<file path="src/rtl/piso_shift_n.sv">
// Parametrised PISO shift register with frame counter, load handshake and done pulse.
// Optional even-parity tail bit appended to each frame when PISO_PARITY_EN is defined.
module piso_shift_n #(
  parameter int unsigned WIDTH     = 8,
  parameter bit          LSB_FIRST = 1'b0
) (
  input  logic             cp,
  input  logic             mr,
  input  logic [WIDTH-1:0] d,
  input  logic             ld_valid,
  output logic             ld_ready,
  input  logic             n_ce,
  input  logic             ds,
  output logic             q,
  output logic             n_q,
  output logic             busy,
  output logic             done
);

`ifdef PISO_PARITY_EN
  localparam int unsigned FRAME_LEN = WIDTH + 1;
`else
  localparam int unsigned FRAME_LEN = WIDTH;
`endif
  localparam int unsigned REG_W = FRAME_LEN;
  localparam int unsigned CNT_W = $clog2(FRAME_LEN + 1);

  typedef enum logic {
    S_IDLE  = 1'b0,
    S_SHIFT = 1'b1
  } state_t;

  state_t             r_state;
  state_t             w_state_nxt;
  logic [REG_W-1:0]   r_sreg;
  logic [CNT_W-1:0]   r_cnt;
  logic               r_done;

  logic [REG_W-1:0]   w_load_word;
  logic [REG_W-1:0]   w_shift_word;
  logic               w_shift_en;
  logic               w_cnt_last;
  logic               w_ld_ready;
  logic               w_load;
  logic               w_last;

  assign w_shift_en = ~n_ce;
  assign w_cnt_last = (r_cnt == CNT_W'(1));
  assign w_ld_ready = (r_state == S_IDLE) || (w_cnt_last && w_shift_en);
  assign w_load     = ld_valid && w_ld_ready;
  assign w_last     = (r_state == S_SHIFT) && w_shift_en && w_cnt_last;

  // The parity tail sits at the far end from the output so it leaves last.
`ifdef PISO_PARITY_EN
  logic w_par;
  assign w_par       = ^d;
  assign w_load_word = LSB_FIRST ? {w_par, d} : {d, w_par};
`else
  assign w_load_word = d;
`endif

  generate
    if (LSB_FIRST) begin : g_lsb
      assign w_shift_word = {ds, r_sreg[REG_W-1:1]};
    end else begin : g_msb
      assign w_shift_word = {r_sreg[REG_W-2:0], ds};
    end
  endgenerate

  // State register
  always_ff @(posedge cp) begin
    if (mr) begin
      r_state <= S_IDLE;
    end else begin
      r_state <= w_state_nxt;
    end
  end

  // Next-state logic; a back-to-back load on the final shift keeps the FSM in SHIFT
  always_comb begin
    w_state_nxt = r_state;
    unique case (r_state)
      S_IDLE:  if (w_load) w_state_nxt = S_SHIFT;
      S_SHIFT: if (w_load) w_state_nxt = S_SHIFT;
               else if (w_last) w_state_nxt = S_IDLE;
      default: w_state_nxt = S_IDLE;
    endcase
  end

  // Datapath: load wins over shift; counting only while a frame is in flight
  always_ff @(posedge cp) begin
    if (mr) begin
      r_sreg <= '0;
      r_cnt  <= '0;
      r_done <= 1'b0;
    end else begin
      r_done <= w_last;
      if (w_load) begin
        r_sreg <= w_load_word;
        r_cnt  <= CNT_W'(FRAME_LEN);
      end else if (w_shift_en) begin
        r_sreg <= w_shift_word;
        if (r_state == S_SHIFT) begin
          r_cnt <= r_cnt - CNT_W'(1);
        end
      end
    end
  end

  // Outputs
  always_comb begin
    busy     = (r_state == S_SHIFT);
    ld_ready = w_ld_ready;
    done     = r_done;
    q        = LSB_FIRST ? r_sreg[0] : r_sreg[REG_W-1];
    n_q      = ~q;
  end

endmodule

</file>
<file path="config.mk">
export PLATFORM = sky130hd
export DESIGN_NAME = piso_shift_n
export DESIGN_NICKNAME = d
export VERILOG_FILES = /design/src/rtl/piso_shift_n.sv
export SDC_FILE = /design/constraint.sdc
export NUM_CORES = 1
export LEC_CHECK = 0
export ABC_AREA = 1
export CAP_MARGIN = 15
export CORE_MARGIN = 2
export CORE_UTILIZATION = 55
export CTS_BUF_LIST = sky130_fd_sc_hd__clkbuf_8
export CTS_CLUSTER_SIZE = 16
export DETAILED_ROUTE_END_ITERATION = 7
export HOLD_SLACK_MARGIN = 0.12
export PLACE_DENSITY = 0.91
export SLEW_MARGIN = 20
export SYNTH_ARGS = -nofsm -noshare
export SYNTH_HDL_FRONTEND = slang
export SYNTH_SLANG_ARGS = --single-unit
</file>
<file path="constraint.sdc">
create_clock -name cp -period 2.8 [get_ports cp]
set_input_delay 0.56 -clock cp [delete_from_list [all_inputs] [get_ports cp]]
set_output_delay 0.56 -clock cp [all_outputs]
set_load 0.1 [all_outputs]
</file>
## Word level (Yosys, flattened, before mapping)

Index checks and enable logic that the tools add are counted.

| storage, ports and cells | value |
|---|---|
| input port bits | 13 |
| word-level logic and storage cells | 29 |
| register bits | 14 |

| cells by class | value |
|---|---|
| reductions and logical operators | 9 |
| equal/unequal tests | 2 |
| $add $sub $neg | 1 |
| bitwise operators | 3 |
| mux-type cells | 9 |

Operators with widths:

| operator | number |
|---|---|
| 8-bit two-way mux | 2 |
| 4-bit two-way mux | 3 |
| 4-bit by 1-bit equality test with 1-bit output (second input constant) | 1 |
| 1-bit logical AND | 4 |
| 2-bit AND reduction | 2 |
| 4-bit by 1-bit subtractor with 4-bit output (second input constant) | 1 |
| 1-bit two-way mux | 3 |
| 1-bit NOT | 3 |
| 2-bit by 1-bit inequality test with 1-bit output (second input constant) | 1 |
| 1-bit one-hot mux with 2 select lines | 1 |
| 2-bit nonzero test | 1 |
| 2-bit OR reduction | 1 |
| 1-bit logical OR | 1 |

## Depth between registers and ports, before layout

Gate-level depths: netlist of run 1.

| depth | value |
|---|---|
| depth after elaboration | 6 |
| depth in mapped cells | 8 |
| gate-level depth less buffers | 8 |

## Worst setup path after synthesis of run 1

No wires, ideal clock.

| timing | value |
|---|---|
| path kind | reg2out |
| from | register r_sreg[7] |
| to | output n_q |
| path slack | 613 ps |
| cell stages (with the launch flop) | 2 |
| path buffers | 0 |
| arrival time | 1627 ps |
| cells stage by stage | dfxtp_1 -> inv_1 |

| between the ends | value |
|---|---|
| cells in the longest elaborated chain, start to end | 1 |

RTL lines:

| what | RTL line | text |
|---|---|---|
| start: declaration | 35 | `logic [REG_W-1:0] r_sreg;` |
| start signal: assignment | 99 | `r_sreg <= w_load_word;` |
| start signal: assignment | 102 | `r_sreg <= w_shift_word;` |
| 1-bit NOT | 116 | `n_q = ~q;` |
| end: declaration | 15 | `output logic n_q,` |

No other way between the ends.

## Final worst setup path of run 1

| timing | value |
|---|---|
| from | input n_ce |
| to | output ld_ready |

| between the ends | value |
|---|---|
| cells in the longest elaborated chain, start to end | 3 |

RTL lines:

| what | RTL line | text |
|---|---|---|
| start: declaration | 12 | `input logic n_ce,` |
| 1-bit NOT (no line) | -- |  |
| 1-bit logical AND | 49 | `assign w_ld_ready = (r_state == S_IDLE) \|\| (w_cnt_last && w_shift_en);` |
| 1-bit logical OR | 49 |  |
| end: declaration | 11 | `output logic ld_ready,` |

No other way between the ends.

==> impl_metrics.tcl, run 1 <==
set metrics [dict create \
    status "finished clean" \
    io_buffers 17 \
    grt_start_max_net_pins 20 \
    worst_ep_required_time_ns 2.24 \
    slew_headroom_pct 73.36 \
    grt_use_met1_pct 23.92 \
    postCtsResizedCells 0 \
    use_met2_pct 35.31 \
    cts_sinks 14 \
    path_depth 5 \
    drtPass1Iterations 4 \
    hold_slack_ns 0.5050 \
    path_buf_inv 3 \
    cp_slowest_cell "clkdlybuf4s50_1" \
    place_hpwl_mm 1.163 \
    fin_area_um2 1015 \
    yosysWarnings 0 \
    synthAdderAreaFrac_pct 3.145 \
    critPathKind "input port to primary output" \
    clk-insertion-delay-late_ns 0.25 \
    syn-instance-count 116 \
    power_density_nw_per_um2 559.2 \
    synth_xor_area_share_pct 1.101 \
    viasPerCell 5.088 \
    hp-class "flip-flop to flip-flop" \
    grt_use_total_pct 20.47 \
    gp_congestion 0.8553 \
    ys_ff_latch 14 \
    critPathArrivalTime_ns 1.68 \
    die-width_um 42.04 \
    syn_area_per_cell_um2 6.860 \
    layout.cells.non_filler 148 \
    mostFrequentLayoutCells "nor2_1 (20), nand2_1 (19), inv_1 (16)" \
    hold_depth 2 \
    diodes 0 \
    area_delta_synth_final_pct 27.52 \
    rsz0062_at_grt "no" \
    period_share_pct 79.87 \
    cp-start-kind "input port" \
    p_clk_share_pct 35.5 \
    cts_buffer_depth 2 \
    synthMuxAreaShare_pct 0 \
    rows 13 \
    r2r_setup_slack_ns 1.39 \
    pin_count 18 \
    wl_mm 1.732 \
    drive_above_1_share_pct 19.55 \
    cellLeakagePower_nw 0.4555 \
    netlist_area_um2 795.8 \
    cpPeakStageDelay_ns 0.47 \
    ir_worst_vdd_mv 0.3549 \
    wl_per_cell_um 11.70 \
    htreeDepth 1 \
    p_int_mw 0.3890 \
    synth_fp_nets 131 \
    drc 0 \
    critPathTopFamily "buffers and inverters" \
    postPlaceCellArea_um2 959.7 \
    synth-compound-area-share_pct 16.82 \
    yosys.cell_types.count 20 \
    pre_cts_slack_ns 0.5754 \
    critPathCaptureType "primary output" \
    tightest_slew_ns 0.3983 \
    use_met3_pct 4.310 \
    regArea_um2 280.3 \
    overflow 0 \
    synth_top_family_by_area "simple AND/OR/NAND/NOR gates" \
    crit_fanout 19 \
    hold_viol 0 \
    seq_area_frac_synth_pct 35.22 \
    final_common_cell "nor2_1" \
    r2r_cells 8 \
    cts_root_buffer "clkbuf_8" \
    path_cells "clkdlybuf4s50_1 -> inv_1 -> nand3_2 -> nand2_4 -> buf_12" \
    synth_simple_gate_area_share_pct 31.13 \
    p_comb_share_pct 25.0 \
    slew_violations 0 \
    die_h_um 42.04 \
    clkTransAtPathRegs_ns 0.06 \
    period_needed_ns 2.236 \
    cts_buffers 3 \
    antenna_found_initial 0 \
    multiInputGateArea_um2 415.4 \
    cts_tree "done" \
    ant_nets 0 \
    skew_ns 0.001204 \
    fin_nets 149 \
    initial_core_util_pct 59.66 \
    dp.cells 144 \
    cts_hold_buf 0 \
    vias 753 \
    core_um2 1334 \
    worstHoldEndpoint "r_cnt[0]" \
    fmax_mhz 447.2 \
    tns_ns 0 \
    grt_pass1_wl_mm 2.794 \
    drv_cap 0 \
    nFillCells 98 \
    netSwitchingPower_mw 0.1784 \
    dr.first_iter.drc_count 11 \
    setup_slack_ns 0.5636 \
    rr_endpoint "r_cnt[3]" \
    r2r-start "r_cnt[1]" \
    busiest_layer "met2" \
    min_from "r_cnt[0]" \
    finalSetupViolCount 0 \
    first_global_vias 670 \
    startpoint "n_ce" \
    dieArea_um2 1767 \
    switching_share_pct 31.44 \
    cts_setup_buffers 0 \
    p_seq_share_pct 39.5 \
]
[metal layers]
metal	vias up	wire, um
met3	4	60
met1	341	769
met2	16	866
met4	0	35
met5	-	0
li1	392	-
[area by class of cell]
type	count	area share, %
inverters	18	6.658
repair buffers	18	17.51
flip-flops and latches	14	27.62
well taps	15	1.850
clock buffers	4	5.425
multi-input cells	79	40.94
[worst register-to-register path, stage by stage, from the launching register on]
cell and delay, ns:
dfxtp_1 0.37, inv_1 0.08, ha_1 0.21, nand3_2 0.10
nand2_4 0.16, nand2_1 0.14, nand2_1 0.06, o21ai_0 0.13
inv_1 0.05
[metrics by stage]
step	total power [mW]	utilization, %
2_1_floorplan	0.3303	-
3_3_place_gp	0.3637	71.95
3_5_place_dp	0.3681	71.95
4_1_cts	0.5646	76.08
5_1_grt	0.5877	76.08
6_report	0.5674	76.08
[worst max path at each step]
stage / slack, ns / end
2_1_floorplan: 0.61 / n_q
3_3_place_gp: 0.61 / ld_ready
3_5_place_dp: 0.58 / ld_ready
4_1_cts: 0.56 / ld_ready
5_1_grt: 0.52 / ld_ready
6_report: 0.56 / ld_ready
[cell usage after synthesis]
cell / number / area [um2]
nand3_1: 11 / 55.05
xor2_1: 1 / 8.760
nor2_1: 20 / 75.07
a21oi_2: 9 / 78.83
buf_2: 2 / 10.01
nand2_1: 19 / 71.32
ha_1: 2 / 25.02
clkbuf_1: 1 / 3.750
inv_1: 16 / 60.06
nor2_2: 2 / 12.51
buf_4: 1 / 7.510
a21oi_1: 2 / 10.01
or2_1: 1 / 6.260
inv_2: 2 / 7.510
nand2_2: 1 / 6.260
nand2_4: 1 / 11.26
buf_6: 1 / 11.26
dfxtp_1: 14 / 280.3
nand3_2: 1 / 10.01
o21ai_0: 9 / 45.04
[flip-flops by register name, indices dropped and copies added, names as in the netlist]
signal  count
busy        1
r_sreg      8
r_cnt       4
done        1
[power by group through the flow]
stage / sequential, mW / clock, mW / combinational (mW)
3_5_place_dp: 0.228 / 0 / 0.140
6_report: 0.224 / 0.201 / 0.142
3_3_place_gp: 0.227 / 0 / 0.137
5_1_grt: 0.225 / 0.208 / 0.155
4_1_cts: 0.224 / 0.199 / 0.142
2_1_floorplan: 0.243 / 0 / 0.0876
[logic make-up after synthesis]
| family | Yosys count |
|---|---|
| flops | 14 |
| fa+ha+maj | 2 |
| buf+inv | 23 |
| compound gates | 20 |
| xor+xnor | 1 |
| simple gates | 56 |
No activity file was read; power rests on OpenSTA's default activity.
==> inputs of run 2 (changes only) <==
CORE_UTILIZATION = 51   (was 55)
PLACE_DENSITY = 0.86   (was 0.91)
clock period = 2.1 ns   (was 2.8 ns; I/O delays follow)
==> impl_metrics.tcl, run 2 (synthesized netlist as in run 1, its figures left out) <==
set metrics [dict create \
    cts_root_buffer "clkbuf_8" \
    clkTransAtPathRegs_ns 0.05 \
    cts_tree "done" \
    wl_mm 1.433 \
    largestRegisters "r_sreg x8, r_cnt x4" \
    dieArea_um2 1892 \
    worst_ep_required_time_ns 1.68 \
    area_delta_synth_final_pct 26.89 \
    cts_sinks 14 \
    power_density_nw_per_um2 693.2 \
    layout.cells.non_filler 149 \
    wl_per_cell_um 9.617 \
    p_clk_share_pct 30.5 \
    io_buffers 17 \
    tns_ns 0 \
    hold_viol 0 \
    final_core_util_pct 67.82 \
    core_um2 1489 \
    finalSetupViolCount 0 \
    netSwitchingPower_mw 0.2191 \
    tightest_slew_ns 0.2664 \
    critPathArrivalTime_ns 1.43 \
    drive_above_1_share_pct 19.55 \
    cts_hold_buf 0 \
    drc 0 \
    cp-start-kind "input port" \
    ir_worst_vdd_mv 0.4544 \
    overflow 0 \
    hp-class "flip-flop to flip-flop" \
    antenna_found_initial 0 \
    dp.cells 146 \
    cp_slowest_cell "clkdlybuf4s50_1" \
    fin_nets 150 \
    hold_slack_ns 0.4946 \
    slew_headroom_pct 82.22 \
    nFillCells 134 \
    ant_nets 0 \
    cts_buffer_depth 2 \
    dr.first_iter.drc_count 10 \
    r2r-start "r_cnt[1]" \
    skew_ns 0.001954 \
    final_common_cell "nor2_1" \
    rsz0062_at_grt "no" \
    drtPass1Iterations 4 \
    pin_count 18 \
    cpPeakStageDelay_ns 0.47 \
    mostFrequentLayoutCells "nor2_1 (20), nand2_1 (19), inv_1 (16)" \
    largest_reg_flops 8 \
    switching_share_pct 31.31 \
    critPathKind "input port to primary output" \
    period_share_pct 87.86 \
    viasPerCell 4.946 \
    path_buf_inv 3 \
    diodes 0 \
    clk-insertion-delay-late_ns 0.24 \
    startpoint "n_ce" \
    top_register "r_sreg" \
    period_needed_ns 1.845 \
    htreeDepth 1 \
    initial_core_util_pct 53.45 \
    cts_buffers 3 \
    critPathCaptureType "primary output" \
    slew_violations 0 \
    grt_use_total_pct 17.57 \
    rows 14 \
    crit_fanout 12 \
    grt_start_max_net_pins 18 \
    grt_pass1_wl_mm 2.477 \
    gp_congestion 0.8620 \
    path_cells "clkdlybuf4s50_1 -> inv_1 -> nand3_2 -> nand2_4 -> buf_12" \
    p_comb_share_pct 26.8 \
    die_h_um 43.50 \
    cellLeakagePower_nw 0.4529 \
    min_from "r_cnt[1]" \
    postCtsResizedCells 0 \
    cts_setup_buffers 0 \
    critPathTopFamily "buffers and inverters" \
    design_power_total_mw 0.6999 \
    drv_cap 0 \
    first_global_vias 611 \
    vias 737 \
    p_int_mw 0.4808 \
    fmax_mhz 542.0 \
    status "finished clean" \
    p_seq_share_pct 42.6 \
    die-width_um 43.50 \
    place_hpwl_mm 1.141 \
]
-- run 2: cell types whose count changed in the layout (fill, tap and decap cells not counted), sizes merged --
cell / change
clkbuf: -1
buf: +1
-- run 2: layout make-up --
cell class,count,area (um2),area share [%]
Multi-Input combinational cell,79,415.4,41.14
Sequential cell,14,280.3,27.76
Timing Repair Buffer,19,185.2,18.34
Inverter,18,67.56,6.691
Clock buffer,3,41.29,4.089
Tap cell,16,20.02,1.983
-- run 2: worst register-to-register path, cell delays in order (launching register included) --
cell     delay [ns]
dfxtp_1        0.35
inv_1          0.08
ha_1           0.21
nand3_2        0.09
nand2_4        0.11
buf_4          0.21
nand3_1        0.07
nand2_1        0.05
nor2_1         0.10
nor2_1         0.04
-- run 2: final timing paths --
path / end / slack, ns / depth (start not counted)
worst min register to register: r_cnt[1] / 0.49 / 2
worst max-delay path: ld_ready / 0.25 / 5
worst min-delay path: r_cnt[1] / 0.49 / 2
worst max register to register: r_sreg[7] / 0.67 / 9
-- run 2: metrics by stage --
stage | worst slack [ns] | instance area (um2)
floorplan | 0.05284 | 795.8
global placement | 0.2566 | 968.4
detailed placement | 0.2570 | 968.4
CTS | 0.2463 | 1010
global route | 0.2044 | 1010
finish | 0.2549 | 1010
-- run 2: power groups by stage --
stage	sequential [mW]	combinational [mW]	clock (mW)
after global routing	0.301	0.206	0.233
after detailed placement	0.304	0.189	0
after floorplan	0.324	0.117	0
after CTS	0.298	0.189	0.217
after global placement	0.302	0.185	0
final	0.298	0.188	0.214
-- run 2: metal layers --
layer / track usage, % / wire length (um) / part of all wire, %
met2: 27.16 / 688 / 48
met4: 9.091 / 8 / 0.56
met5: 0 / 0 / 0
met3: 3.750 / 74 / 5.2
met1: 23.06 / 662 / 46
==> inputs of run 3 (changes only) <==
TNS_END_PERCENT = 5   (was default)
==> results of run 3 <==
Final layout, timing and power as in run 2 (identical DEF).
==> RTL change 1: new RTL, settings of run 3 <==
The parameter `WIDTH` goes from 8 to 32.
--- a/src/rtl/piso_shift_n.sv
+++ b/src/rtl/piso_shift_n.sv
@@ -2,5 +2,5 @@
 // Optional even-parity tail bit appended to each frame when PISO_PARITY_EN is defined.
 module piso_shift_n #(
-  parameter int unsigned WIDTH     = 8,
+  parameter int unsigned WIDTH     = 32,
   parameter bit          LSB_FIRST = 1'b0
 ) (
Ports: changed (resized d); port bits go from 18 to 42. The function was not compared with the original's and may differ.
==> RTL change 1 against run 3 <==
- wire length grew to 3.4 times the old value
- synthesized area grew to 2.8 times the old value
- core utilization is 4.2 points lower
- worst setup slack got worse by 0.070 ns
- critical path depth did not move
- sequential cell count rose by 26
- cell area rose to 2.7 times the old value
- total power increased to 2.6 times the old value
- sequential power rose to 2.9 times the old value
- via count rose to 2.9 times the old value
- critical path type unchanged
- largest cell class unchanged
==> RTL change 1: results (changes against run 3) <==
stage,metric,value,unit,change
critical_path,reg2reg_slack,0.44,ns,was 0.67 ns
outcome,status,completed,,unchanged
clock_network,insertion_delay,0.30,ns,was 0.24 ns
global_routing,grt_max_degree,65,,was 18
synth,synth_area_leaders,"dfxtp_1 (36%), nor2_1 (11%), a21oi_2 (7.8%), nand3_1 (7.8%), o21ai_0 (7.4%)",,"was dfxtp_1 (35%), a21oi_2 (9.9%), nor2_1 (9.4%), nand2_1 (9.0%), inv_1 (7.5%)"
synth,synth_xor_area_share,0.784,%,was 1.10%
pwr,total_leakage_power,1.18,nW,was 0.453 nW
synth,synth_seq_area_share,35.8,%,was 35.2%
worst_hold_path,min_from,r_cnt[4],,was r_cnt[1]
worst_hold_path,whs_path_depth,2,,unchanged
finish,reg_top3,"r_sreg: 32 flops, r_cnt: 6 flops",,"was r_sreg: 8 flops, r_cnt: 4 flops"
timing,clock_skew,0.00518,ns,was 0.00195 ns
clock_network,htreeDepth,2,,was 1
clock_network,post_cts_buffers,0,,unchanged
placement,dpl.hpwl,3090,µm,was 1140 µm
finish,largest_register_ffs,32,,was 8
global_routing,globalRouteTotalUtil,21.1,%,was 17.6%
synth,synthTopCellsByCount,"nor2_1 (67), inv_1 (42), nand2_1 (42), dfxtp_1 (40), nand3_1 (35)",,"was nor2_1 (20), nand2_1 (19), inv_1 (16), dfxtp_1 (14), nand3_1 (11)"
detailed_routing,vias,2168,,was 737
finish,nets,406,,was 150
clock_network,clk_pin_slew,0.07,ns,was 0.05 ns
critical_path,cp_data_arrival_time,1.49,ns,was 1.43 ns
global_routing,grt_pass1_vias,1913,,was 611
critical_path,rr_endpoint,r_sreg[26],,was r_sreg[7]
synth,synthAdderAreaFrac,1.12,%,was 3.14%
worst_hold_path,hold_end,r_cnt[4],,was r_cnt[1]
detailed_routing,firstDrtPassIters,6,,was 4
timing,slew_headroom,77.9,%,was 82.2%
global_routing,grt_pass1_wl,8400,µm,was 2480 µm
critical_path,r2r_cells,7,,was 9
placement,globalplace.congestion,0.833,,was 0.862
detailed_routing,drt_iter0_markers,187,,was 10
pwr,ir_worst_vdd,0.000406,V,was 0.000454 V
finish,drive_gt1_share,11.7,%,was 19.5%
clock_network,numCtsBuffers,5,,was 3
critical_path,r2r-start,r_cnt[0],,was r_cnt[1]
synth,synth_compound_gate_area_share,19.7,%,was 16.8%
placement,port_buffers,41,,was 17
synth,syn_nets,376,,was 131
synth,synth_cell_types,24,,was 20
==> RTL change 1: cell count changes in the layout (fill, tap and decap cells not counted), moves of 11 or more <==
cell,delta
nand2_1,+23
dfxtp_1,+26
a21oi_2,+11
clkdlybuf4s50_1,+23
nor2_1,+47
nand3_1,+24
a21oi_1,+15
o21ai_0,+24
inv_1,+28
==> RTL change 1: worst max path at each step <==
stage	start	to	slack [ns]
after CTS	n_ce	ld_ready	0.18
after global routing	n_ce	ld_ready	0.13
after global placement	n_ce	r_sreg[23]	0.16
after detailed placement	n_ce	r_sreg[25]	0.13
after floorplan	r_sreg[31]	n_q	0.05
final	n_ce	ld_ready	0.19
==> RTL change 1: per-layer routing <==
layer | vias up | GRT usage [%] | part of all wire (%)
met3 | 8 | 5.48 | 4.5
met4 | 0 | 7.69 | 1.6
li1 | 1129 | - | -
met5 | - | 0 | 0
met2 | 62 | 35.0 | 49
met1 | 969 | 26.3 | 45
==> RTL change 1: kinds of logic (layout without fill, tap and decap cells) <==
kind of cell / Yosys count / after routing
and+or+nand+nor: 154 / 154
DFF: 40 / 40
AOI/OAI and AO/OA: 72 / 72
adders and majority gates: 2 / 2
xor gates and xnor gates: 2 / 2
buffers and inverters: 67 / 98
==> RTL change 1: where the power goes <==
part	internal (mW)	switching, mW	total (mW)	leakage [nW]
Clock	0.258	0.263	0.521	0.0538
Sequential	0.820	0.0339	0.854	0.330
Combinational	0.185	0.268	0.453	0.797
Total	1.26	0.565	1.83	1.18
==> RTL change 1: layout make-up <==
type / count / area (µm²)
fillers: 396 / 1560
inverters: 43 / 161
clock inverters: 2 / 7.51
repair buffers: 47 / 488
multi-input cells: 230 / 1130
well taps: 52 / 65.1
flip-flops and latches: 40 / 801
clock buffers: 6 / 82.6
==> RTL change 1: stage by stage <==
step / cells / power, mW / hold WS [ns] / cell area (µm²) / setup slack [ns]
finish: 420 / 1.83 / 0.503 / 2730 / 0.185
CTS: 420 / 1.84 / 0.503 / 2730 / 0.183
floorplan: 337 / 1.19 / 0.454 / 2230 / 0.0528
global route: 420 / 1.93 / 0.526 / 2730 / 0.133
detailed placement: 412 / 1.32 / 0.493 / 2640 / 0.130
global placement: 412 / 1.31 / 0.475 / 2640 / 0.156
==> RTL change 1: worst reg2reg max path: cells and delay by family, from the launching register on <==
kind	cells	cell delay, ns
DFF	1	0.40
and+or+nand+nor	4	0.51
AOI/OAI and AO/OA	1	0.13
adders and majority gates	1	0.19
buffers and inverters	1	0.32
==> RTL change 2: new RTL, settings of run 3 <==
Made on the original files. Add a define of `PISO_PARITY_EN`.
--- a/src/rtl/piso_shift_n.sv
+++ b/src/rtl/piso_shift_n.sv
@@ -1,4 +1,6 @@
 // Parametrised PISO shift register with frame counter, load handshake and done pulse.
 // Optional even-parity tail bit appended to each frame when PISO_PARITY_EN is defined.
+`define PISO_PARITY_EN
+
 module piso_shift_n #(
   parameter int unsigned WIDTH     = 8,
Behaviour: not the same (Yosys sat finds a counterexample within 10 cycles, from zero or initial values).
==> RTL change 2 against run 3 <==
- synthesized area increased by 17%
- cell area up 15%
- sequential cell count grew 1
- count of clock-buffer cells in the layout unchanged
- total power grew 11%
- register-to-register slack got worse by 0.05 ns
- core utilization shrank 0.35 points
- sequential share of layout area fell by 1.9 points
- wire length up 38%
- worst setup slack lost 0.038 ns
- global-route usage increased by 4.3 points
- highest routed layer unchanged
- clock power rose by 8%
- worst hold slack got worse by 0.00099 ns
- clock skew rose by 0.0048 ns
==> RTL change 2: results (changes against run 3) <==
stage,metric,value,unit,change
finish,fill_cells,147,,was 134
clock_network,cts_root_buf,clkbuf_8,,unchanged
critical_path,crit_family,buffers and inverters,,unchanged
clock_network,insertion_delay,0.25,ns,
global_routing,grt_pass1_wl,3370,µm,was 2480 µm
synth,synth_area_leaders,"dfxtp_1 (32%), nand2_1 (19%), inv_1 (12%), o21bai_1 (6.4%), o21ai_0 (5.9%)",,"was dfxtp_1 (35%), a21oi_2 (9.9%), nor2_1 (9.4%), nand2_1 (9.0%), inv_1 (7.5%)"
critical_path,rr_endpoint,r_sreg[8],,was r_sreg[7]
finish,antenna_cells,0,,unchanged
global_routing,grt_pass1_vias,862,,was 611
synth,synth_ff_type,dfxtp_1,,unchanged
synth,syn_nets,160,,was 131
clock_network,clk_pin_slew,0.07,ns,was 0.05 ns
timing,clock_skew,0.00679,ns,was 0.00195 ns
detailed_routing,wl,1970,µm,was 1430 µm
synth,synthTopCellsByCount,"nand2_1 (47), inv_1 (29), dfxtp_1 (15), o21ai_0 (11), o21bai_1 (8)",,"was nor2_1 (20), nand2_1 (19), inv_1 (16), dfxtp_1 (14), nand3_1 (11)"
clock_network,numCtsBuffers,3,,unchanged
synth,yosys_warnings,0,,unchanged
critical_path,cp-startpoint,n_ce,,unchanged
timing,whs,0.494,ns,was 0.495 ns
critical_path,r2r-start,r_cnt[1],,unchanged
global_routing,grt_max_degree,20,,was 18
detailed_routing,vias_per_cell,4.93,,was 4.95
worst_hold_path,hp-class,reg -> reg,,unchanged
global_routing,globalRouteTotalUtil,21.9,%,was 17.6%
timing,slew_headroom,79.2,%,was 82.2%
outcome,status,completed,,unchanged
worst_hold_path,whs_path_depth,2,,unchanged
clock_network,post_cts_buffers,0,,unchanged
synth,async_flop_share,0,%,unchanged
critical_path,cp_data_arrival_time,1.46,ns,was 1.43 ns
clock_network,htreeDepth,1,,unchanged
critical_path,r2r_cells,9,,unchanged
finish,nets,181,,was 150
worst_hold_path,min_from,r_sreg[0],,was r_cnt[1]
synth,synth_cell_types,21,,was 20
finish,reg_top3,"r_sreg: 9 flops, r_cnt: 4 flops",,"was r_sreg: 8 flops, r_cnt: 4 flops"
synth,synth_seq_area_share,32.2,%,was 35.2%
critical_path,reg2reg_slack,0.62,ns,was 0.67 ns
finish,drive_gt1_share,10.3,%,was 19.5%
pwr,total_leakage_power,0.646,nW,was 0.453 nW
critical_path,crit_path_max_incr_delay,0.48,ns,
global_routing,antenna_found_initial,0,,unchanged
critical_path,slowest_stage,clkdlybuf4s50_1,,unchanged
clock_network,clock_path_buffers,2,,unchanged
pwr,switchingPower,0.260,mW,was 0.219 mW
pwr,ir_worst_vdd,0.000394,V,was 0.000454 V
clock_network,cts_resized,0,,unchanged
placement,dpl.hpwl,1540,µm,was 1140 µm
detailed_routing,drt_iter0_markers,7,,was 10
placement,port_buffers,17,,unchanged
critical_path,critPathMaxFanout,4,,was 12
worst_hold_path,hold_end,r_sreg[0],,was r_cnt[1]
placement,globalplace.congestion,0.908,,was 0.862
detailed_routing,firstDrtPassIters,5,,was 4
RTL change 2: cell types whose count changed in the layout (fill, tap and decap cells not counted), sizes merged, moves of 5 or more:
| cell | delta |
|---|---|
| nand3 | -6 |
| a21oi | -5 |
| o21ai | +10 |
| nand2 | +28 |
| inv | +13 |
| o21bai | +8 |
| nor2 | -19 |
RTL change 2: worst max-delay path by stage:
stage	to	slack [ns]
5_1_grt	ld_ready	0.17
3_5_place_dp	r_sreg[1]	0.20
2_1_floorplan	n_q	0.05
4_1_cts	ld_ready	0.21
3_3_place_gp	ld_ready	0.27
6_report	ld_ready	0.22
RTL change 2: through the flow:
| step | util, % | cell area (µm²) | std cells | total power [mW] | worst slack [ns] |
|---|---|---|---|---|---|
| global route | 67.5 | 1160 | 190 | 0.828 | 0.167 |
| CTS | 67.5 | 1160 | 190 | 0.780 | 0.212 |
| floorplan | - | 933 | 145 | 0.487 | 0.0528 |
| global placement | 64.9 | 1120 | 186 | 0.544 | 0.271 |
| finish | 67.5 | 1160 | 190 | 0.779 | 0.217 |
| detailed placement | 64.9 | 1120 | 186 | 0.553 | 0.196 |
RTL change 2: logic make-up after synthesis:
group	synth area share (%)
buffers and inverters	13.7
and+or+nand+nor	28.5
adders and majority gates	2.68
AOI/OAI and AO/OA	21.1
xor gates and xnor gates	1.88
DFF	32.2
RTL change 2: metal layers:
metal / global-route usage, % / wire length, µm
met2: 38.9 / 940
met4: 11.7 / 30
met3: 5.00 / 71
met5: 0 / 0
met1: 24.1 / 929
RTL change 2: worst register-to-register path: cells and delay by family (launching register included):
family / cells / cell delay [ns]
compound gates: 2 / 0.20
fa+ha+maj: 1 / 0.18
buf+inv: 2 / 0.14
flops: 1 / 0.31
simple gates: 4 / 0.54
RTL change 2: cell type report:
cell class | count | share of cell area (%)
well taps | 25 | 2.69
multi-input cells | 99 | 43.3
flip-flops and latches | 15 | 25.9
clock buffers | 3 | 3.54
clock inverters | 1 | 0.322
inverters | 30 | 9.67
repair buffers | 17 | 14.6
RTL change 2: power by group through the flow:
stage / registers [mW] / clock network [mW] / logic [mW]
5_1_grt: 0.324 / 0.253 / 0.251
2_1_floorplan: 0.348 / 0 / 0.139
4_1_cts: 0.321 / 0.232 / 0.227
6_report: 0.321 / 0.231 / 0.227
3_5_place_dp: 0.327 / 0 / 0.227
3_3_place_gp: 0.326 / 0 / 0.219
